===== src/rtl/lds_pkg.sv =====
// Shared definitions for the low-discrepancy sequence blocks: legal radices,
// per-radix digit limits and the decoder FSM state type.
package lds_pkg;

    localparam int BASE_2 = 2;
    localparam int BASE_3 = 3;
    localparam int BASE_7 = 7;

    typedef enum logic [1:0] {
        ST_IDLE = 2'd0,
        ST_RUN  = 2'd1,
        ST_DONE = 2'd2
    } vdc_state_e;

    // Largest digit count with BASE^DIGITS <= 2^32; zero marks an illegal base.
    function automatic int max_digits(input int base);
        case (base)
            BASE_2:  return 32;
            BASE_3:  return 20;
            BASE_7:  return 11;
            default: return 0;
        endcase
    endfunction

endpackage


===== src/rtl/vdc_digit_step.sv =====
// One radix-BASE digit of Van der Corput inversion: peel the leading fraction
// digit off the residue and fold it into the index at the current weight.
module vdc_digit_step #(
    parameter int BASE = 2
) (
    input  logic [32:0] x,
    input  logic [31:0] acc,
    input  logic [31:0] weight,
    output logic [32:0] x_next,
    output logic [31:0] acc_next,
    output logic [31:0] weight_next
);

    logic [35:0] p;
    logic [2:0]  d;

    assign p           = {3'b000, x} * 36'(BASE);
    assign d           = p[35:33];
    assign x_next      = p[32:0];
    assign acc_next    = acc + ({29'd0, d} * weight);
    assign weight_next = weight * 32'(BASE);

endmodule


===== src/rtl/vdcorput_decode_32bit.sv =====
// Recovers the sequence index k from a Q0.32 Van der Corput value by iterating
// a single digit-step datapath DIGITS times per input.
module vdcorput_decode_32bit
    import lds_pkg::*;
#(
    parameter int BASE   = 2,
    parameter int DIGITS = 16
) (
    input  logic        clk,
    input  logic        rst_n,
    input  logic        clear,
    input  logic        in_valid,
    input  logic [31:0] in_data,
    output logic        in_ready,
    output logic        out_valid,
    output logic [31:0] out_index,
    input  logic        out_ready
);

    localparam logic [5:0] CNT_LAST = 6'(DIGITS - 1);

    if (max_digits(BASE) == 0 || DIGITS < 1 || DIGITS > max_digits(BASE)) begin : g_bad_param
        $fatal(1, "vdcorput_decode_32bit: unsupported BASE/DIGITS combination");
    end

    vdc_state_e  state;
    logic [32:0] x;
    logic [31:0] acc;
    logic [31:0] weight;
    logic [5:0]  cnt;
    logic [32:0] x_next;
    logic [31:0] acc_next;
    logic [31:0] weight_next;

    vdc_digit_step #(.BASE(BASE)) u_step (
        .x           (x),
        .acc         (acc),
        .weight      (weight),
        .x_next      (x_next),
        .acc_next    (acc_next),
        .weight_next (weight_next)
    );

    // The trailing 1 places the residue at the midpoint of the truncation
    // interval, so each extracted digit is immune to the input's floor rounding.
    always_ff @(posedge clk or negedge rst_n) begin
        if (!rst_n) begin
            state     <= ST_IDLE;
            in_ready  <= 1'b1;
            out_valid <= 1'b0;
            out_index <= 32'd0;
            x         <= 33'd0;
            acc       <= 32'd0;
            weight    <= 32'd1;
            cnt       <= 6'd0;
        end else if (clear) begin
            state     <= ST_IDLE;
            in_ready  <= 1'b1;
            out_valid <= 1'b0;
        end else begin
            case (state)
                ST_IDLE: begin
                    if (in_valid) begin
                        x        <= {in_data, 1'b1};
                        acc      <= 32'd0;
                        weight   <= 32'd1;
                        cnt      <= 6'd0;
                        state    <= ST_RUN;
                        in_ready <= 1'b0;
                    end
                end
                ST_RUN: begin
                    x      <= x_next;
                    acc    <= acc_next;
                    weight <= weight_next;
                    cnt    <= cnt + 6'd1;
                    if (cnt == CNT_LAST) begin
                        state     <= ST_DONE;
                        out_valid <= 1'b1;
                        out_index <= acc_next;
                    end
                end
                ST_DONE: begin
                    if (out_ready) begin
                        state     <= ST_IDLE;
                        out_valid <= 1'b0;
                        in_ready  <= 1'b1;
                    end
                end
                default: begin
                    state     <= ST_IDLE;
                    out_valid <= 1'b0;
                    in_ready  <= 1'b1;
                end
            endcase
        end
    end

endmodule

===== config.mk =====
export PLATFORM = sky130hd
export DESIGN_NAME = vdcorput_decode_32bit
export DESIGN_NICKNAME = d
export VERILOG_FILES = /design/src/rtl/lds_pkg.sv /design/src/rtl/vdc_digit_step.sv /design/src/rtl/vdcorput_decode_32bit.sv
export SDC_FILE = /design/constraint.sdc
export NUM_CORES = 1
export LEC_CHECK = 0
export BUFFER_PORTS_ARGS = -buffer_cell sky130_fd_sc_hd__buf_2
export CORE_MARGIN = 5
export CORE_UTILIZATION = 55
export CTS_CLUSTER_SIZE = 12
export DETAILED_ROUTE_END_ITERATION = 8
export PLACE_DENSITY = 0.82
export SLEW_MARGIN = 5
export SYNTH_ARGS = -nofsm -noshare
export SYNTH_HDL_FRONTEND = slang
export SYNTH_HIERARCHICAL = 1
export SYNTH_SLANG_ARGS = --single-unit

===== constraint.sdc =====
create_clock -name clk -period 6 [get_ports clk]
set_input_delay 0.3 -clock clk [delete_from_list [all_inputs] [get_ports clk]]
set_output_delay 0.3 -clock clk [all_outputs]
set_load 0.05 [all_outputs]

# After elaboration in Yosys (flattened, before gate mapping)
# Cells that the tools add are included.
dict set report totals {
  reg_bits 139
  word_cells 49
  output_inout_bits 34
  inputBits 37
}
dict set report op_classes {
  n_eq_ne 9
  n_reduce_logical 7
  n_mul 1
  addsub 2
  n_mux 21
  bitwise_logic 1
}
# op count
set op_table {}
lappend op_table {{32-bit one-hot mux with 2 select lines} 2}
lappend op_table {{33-bit one-hot mux with 2 select lines} 1}
lappend op_table {{32-bit 2-to-1 mux} 2}
lappend op_table {{33-bit 2-to-1 mux} 1}
lappend op_table {{32-bit adder} 1}
lappend op_table {{1-bit by 32-bit multiplier with 32-bit output} 1}
lappend op_table {{3-bit AND reduction} 5}
lappend op_table {{6-bit one-hot mux with 2 select lines} 1}
lappend op_table {{3-bit != test (second input constant)} 3}
lappend op_table {{2-bit 2-to-1 mux} 4}
lappend op_table {{6-bit by 1-bit adder with 6-bit output (second input constant)} 1}
lappend op_table {{6-bit by 4-bit equality test with 1-bit output (second input constant)} 1}
lappend op_table {{1-bit 2-to-1 mux} 6}
lappend op_table {{6-bit 2-to-1 mux} 1}
lappend op_table {{2-bit != test (second input constant)} 3}
lappend op_table {{1-bit one-hot mux with 3 select lines} 2}
lappend op_table {{2-bit one-hot mux with 3 select lines} 1}
lappend op_table {{2-bit by 1-bit equality test with 1-bit output (second input constant)} 1}
lappend op_table {{2-bit equality test (second input constant)} 1}
lappend op_table {{2-bit zero test} 1}
lappend op_table {{2-bit nonzero test} 1}
lappend op_table {{1-bit inverter} 1}

# Logic depth before layout (Yosys ltp)
dict set report logic_depth {
  depth_word 4
  mapped_depth 12
  ltp_nobuf 11
}

# By module
# Netlist, hierarchy kept.
# module seq_area_each_um2 area_each_um2 n_inst cells_each
set by_module_without_submodules {}
lappend by_module_without_submodules {vdcorput_decode_32bit 3480.8 5589.1 1 417}
lappend by_module_without_submodules {vdc_digit_step 0.0 2486.1 1 349}

# Worst setup path before layout
# No wires, ideal clock.
dict set report synth_path {
  kind {register to register}
  start {register x[32]}
  end {register out_index[28]}
  path_stages_with_launch 12
  setup_time_ps 128
  synth_period_minus_slack_ps 2875
  path_buffers 1
  arrival_time_ps 2747
  required_ps 5872
  slack_ps 3125
  cell_sequence {dfrtp_1 > clkbuf_1 > and2_1 > fa_1 > a211o_1 > a21oi_2 > o21ai_2 > a211oi_2 > o31ai_1 > a221oi_2 > xnor2_1 > mux2_1}
}
dict set report synth_between {
  elab_chain_len 2
}
# item line
set synth_lines {}
lappend synth_lines {{start, declared} vdcorput_decode_32bit.sv:27} ;# logic [32:0] x;
lappend synth_lines {{start signal, assigned} vdcorput_decode_32bit.sv:64} ;# x <= {in_data, 1'b1};
lappend synth_lines {{start signal, assigned} vdcorput_decode_32bit.sv:73} ;# x <= x_next;
lappend synth_lines {{1-bit by 32-bit multiplier with 32-bit output} vdc_digit_step.sv:20} ;# assign acc_next = acc + ({29'd0, d} * weight);
lappend synth_lines {{32-bit adder} vdc_digit_step.sv:20}
lappend synth_lines {{via acc_next[28]} vdcorput_decode_32bit.sv:32} ;# logic [31:0] acc_next;
lappend synth_lines {{end signal, assigned} vdcorput_decode_32bit.sv:80} ;# out_index <= acc_next;
lappend synth_lines {{end, declared} vdcorput_decode_32bit.sv:16} ;# output logic [31:0] out_index,
# The timed path passes the listed nets, and every way through them passes these cells.
# A chain may end at the register's enable or synchronous reset.

# Worst setup path in the final report
# Same ends and word-level chain as after synthesis.

==> impl_metrics.py <==
metrics = {
    "run_status": {
        "status": "finished with violations",
        "violations": "hold timing",
    },
    "pwr": {
        "p_clk_share_pct": 46.2,
        "p_seq_share_pct": 46.2,
        "ir_worst_vdd_v": 0.000210,
        "pwr-share-comb_pct": 7.6,
        "p_int_uw": 1700,
        "switchingPower_uw": 523,
        "p_leak_uw": 0.00420,
        "p_per_area_nw_per_um2": 260,
        "p_sw_share_pct": 23.6,
    },
    "synthesis": {
        "synth_warnings": 6,
        "synthAdderAreaFrac_pct": 5.21,
        "ys_ff_latch": 139,
        "synth_xor_area_share_pct": 3.15,
        "synth_edf_count": 0,
        "synth_cell_type_count": 62,
        "synth.area.mux_share_pct": 8.94,
        "syn_area_per_cell_um2": 10.5,
        "syn_area_um2": 8080,
        "ys.flop_type": "dfrtp_1",
        "synth-compound-area-share_pct": 20.7,
        "syn_inst": 766,
        "synth_top_family_by_area": "compound AO/OA/AOI/OAI gates",
        "async_reset_ff_share_pct": 100,
        "yosys.area_share.simple_pct": 9.22,
        "ys_seq_area_share_pct": 43.1,
    },
    "floorplan": {
        "core_um2": 14500,
        "start_util_pct": 55.8,
        "rows": 44,
        "die_y_um": 131,
        "dieArea_um2": 17200,
        "io_pins": 71,
        "die_w_um": 131,
    },
    "drt": {
        "postRouteAntennaNets": 0,
        "drt-total-wl_um": 15800,
        "first_pass_iters": 7,
        "wl_per_cell_um": 16.7,
        "drc": 0,
        "dr_total_vias": 5643,
        "via_per_inst": 5.95,
        "first_iter_violations": 409,
    },
    "cts": {
        "cts.path.max_buffers": 2,
        "ctsHoldBuffers": 0,
        "cts_resized": 0,
        "post-cts-setup-buffers": 0,
        "cts_buffers": 17,
        "clock_sinks": 139,
        "insertion_delay_ps": 420,
        "cts.clk_slew.worst_paths_ps": 60,
        "cts-root-buf": "clkbuf_16",
        "htree_levels": 4,
        "cts_tree": "done",
    },
    "worst_setup_path": {
        "worstSetupPathType": "reg2reg",
        "required_ps": 6290,
        "reg2regPathDepth": 11,
        "critical_path.startpoint_type": "flop",
        "endpoint_kind": "flop",
        "critPathArrivalTime_ps": 3970,
        "worst-r2r-setup-slack_ps": 2320,
        "worstPathMaxFanout": 33,
    },
    "placed_design": {
        "dp_hpwl_um": 10500,
        "place.gp.congestion": 0.925,
        "place.port_buffers": 70,
    },
    "global_route": {
        "antenna_found_initial": 0,
        "grt_overflow": 0,
        "grt_pass1_vias": 5714,
        "grt_pass1_wl_um": 27200,
        "grt_start_max_net_pins": 101,
        "grt_use_total_pct": 18.7,
    },
    "timing": {
        "skew_ps": 8.13,
        "fin_hold_ws_ps": -18.3,
        "max_freq_mhz": 272,
        "totalNegativeSetupSlack_ps": 0,
        "slew_headroom_pct": 21.6,
        "worst_slew_pin_slew_ps": 1170,
        "min_period_ps": 3680,
        "hold_viol": 27,
        "post-route-period-util_pct": 61.3,
        "rsz0062_at_grt": "no",
        "slew_violations": 0,
        "finalSetupViolations": 0,
    },
    "final_layout": {
        "layout_common_cells": "dfrtp_1, buf_2, a22o_1",
        "finish.net_count": 821,
        "layout_commonest_cell": "dfrtp_1",
        "antenna_cells": 0,
        "drive_gt1_share_pct": 16.6,
        "areaGrowthSynthToFinish_pct": 5.78,
        "post-route-util_pct": 59.0,
    },
    "hold_path": {
        "hold_path.class": "in2async",
    },
    "flow_run": {
        "max_cap_violations": 0,
    },
}
[synth_stat cells, types with 3 or more instances]
cell type	n	area, um2
a211oi_1	5	37.5
a21o_1	12	90.1
a21oi_1	31	155
a22o_1	64	561
a31oi_1	7	43.8
and2_1	31	194
and3_1	4	25.0
buf_2	16	80.1
buf_4	68	510
buf_6	9	101
clkbuf_1	17	63.8
dfrtp_1	137	3430
ha_1	32	400
inv_1	5	18.8
mux2_1	30	338
mux2_2	3	33.8
mux2i_1	35	350
nand2_1	28	105
nand2b_1	7	43.8
nand3_1	8	40.0
nor2_1	30	113
nor2b_1	5	31.3
nor3_1	3	15.0
nor3b_1	3	22.5
nor4_1	3	18.8
o211ai_1	4	30.0
o21a_1	5	37.5
o21ai_0	46	230
o21ai_1	39	195
o21bai_1	4	30.0
o31ai_1	4	30.0
or2_1	3	18.8
xnor2_1	19	166
xor2_1	10	87.6
[through the flow]
step	hold WS (ps)	instances	setup slack (ps)	area, um2	power (uW)
detailed placement	469	916	2360	7970	1210
global placement	461	916	2470	7970	1210
floorplan	4.41	767	3130	8080	1210
CTS	30.6	948	2330	8540	2240
finish	-18.3	948	2320	8540	2220
global route	65.1	948	2110	8540	2310
[sequential cells by signal, indices dropped and copies added (netlist names)]
register / flops
weight: 32
out_valid: 1
x: 33
cnt: 6
state: 2
in_ready: 1
acc: 32
out_index: 32
[final cells by class]
type | instances | area (um2)
multi-input combinational | 513 | 3840
fill | 1223 | 5940
clock inverter | 7 | 90.1
tap | 184 | 230
inverter | 5 | 18.8
clock buffer | 25 | 485
sequential | 139 | 3480
timing repair buffer | 75 | 394
[routing by layer]
metal	vias to the layer above	track usage, %	part of all wire [%]
met5	-	0	0
met4	0	6.18	1.1
met3	12	4.20	4.2
met2	126	30.1	48
met1	2825	25.0	46
li1	2680	-	-
[worst max-delay path: stages, from the launching register on]
cell	delay, ps
dfrtp_1	680
and2_1	320
ha_1	210
fa_1	430
a211o_1	340
a21oi_2	190
o21ai_2	130
a211oi_2	320
o31ai_1	200
a221oi_2	300
xnor2_1	120
mux2_1	300
[cells by family after synthesis]
kind of cell             after synthesis
AO/OA/AOI/OAI                        242
flip-flops                           139
AND/OR/NAND/NOR                      139
buffers and inverters                115
multiplexers                          68
adder cells (fa/ha/maj)               33
XOR/XNOR                              29
other                                  1
[power by group through the flow]
stage	clock (uW)	sequential, uW	combinational [uW]
6_report	1030	1030	168
5_1_grt	1090	1030	191
4_1_cts	1040	1030	171
3_5_place_dp	0	1040	172
3_3_place_gp	0	1040	165
2_1_floorplan	0	1030	180
[final timing paths]
check	from	end
worst max-delay path	x[32]	out_index[28]
worst min-delay path	rst_n	out_index[19]
worst max register to register	x[32]	out_index[28]
worst min register to register	out_index[21]	out_index[21]
max in group asynchronous	rst_n	in_ready
min in group clk	clear	state[1]
Power figures use the tool's default switching activity.
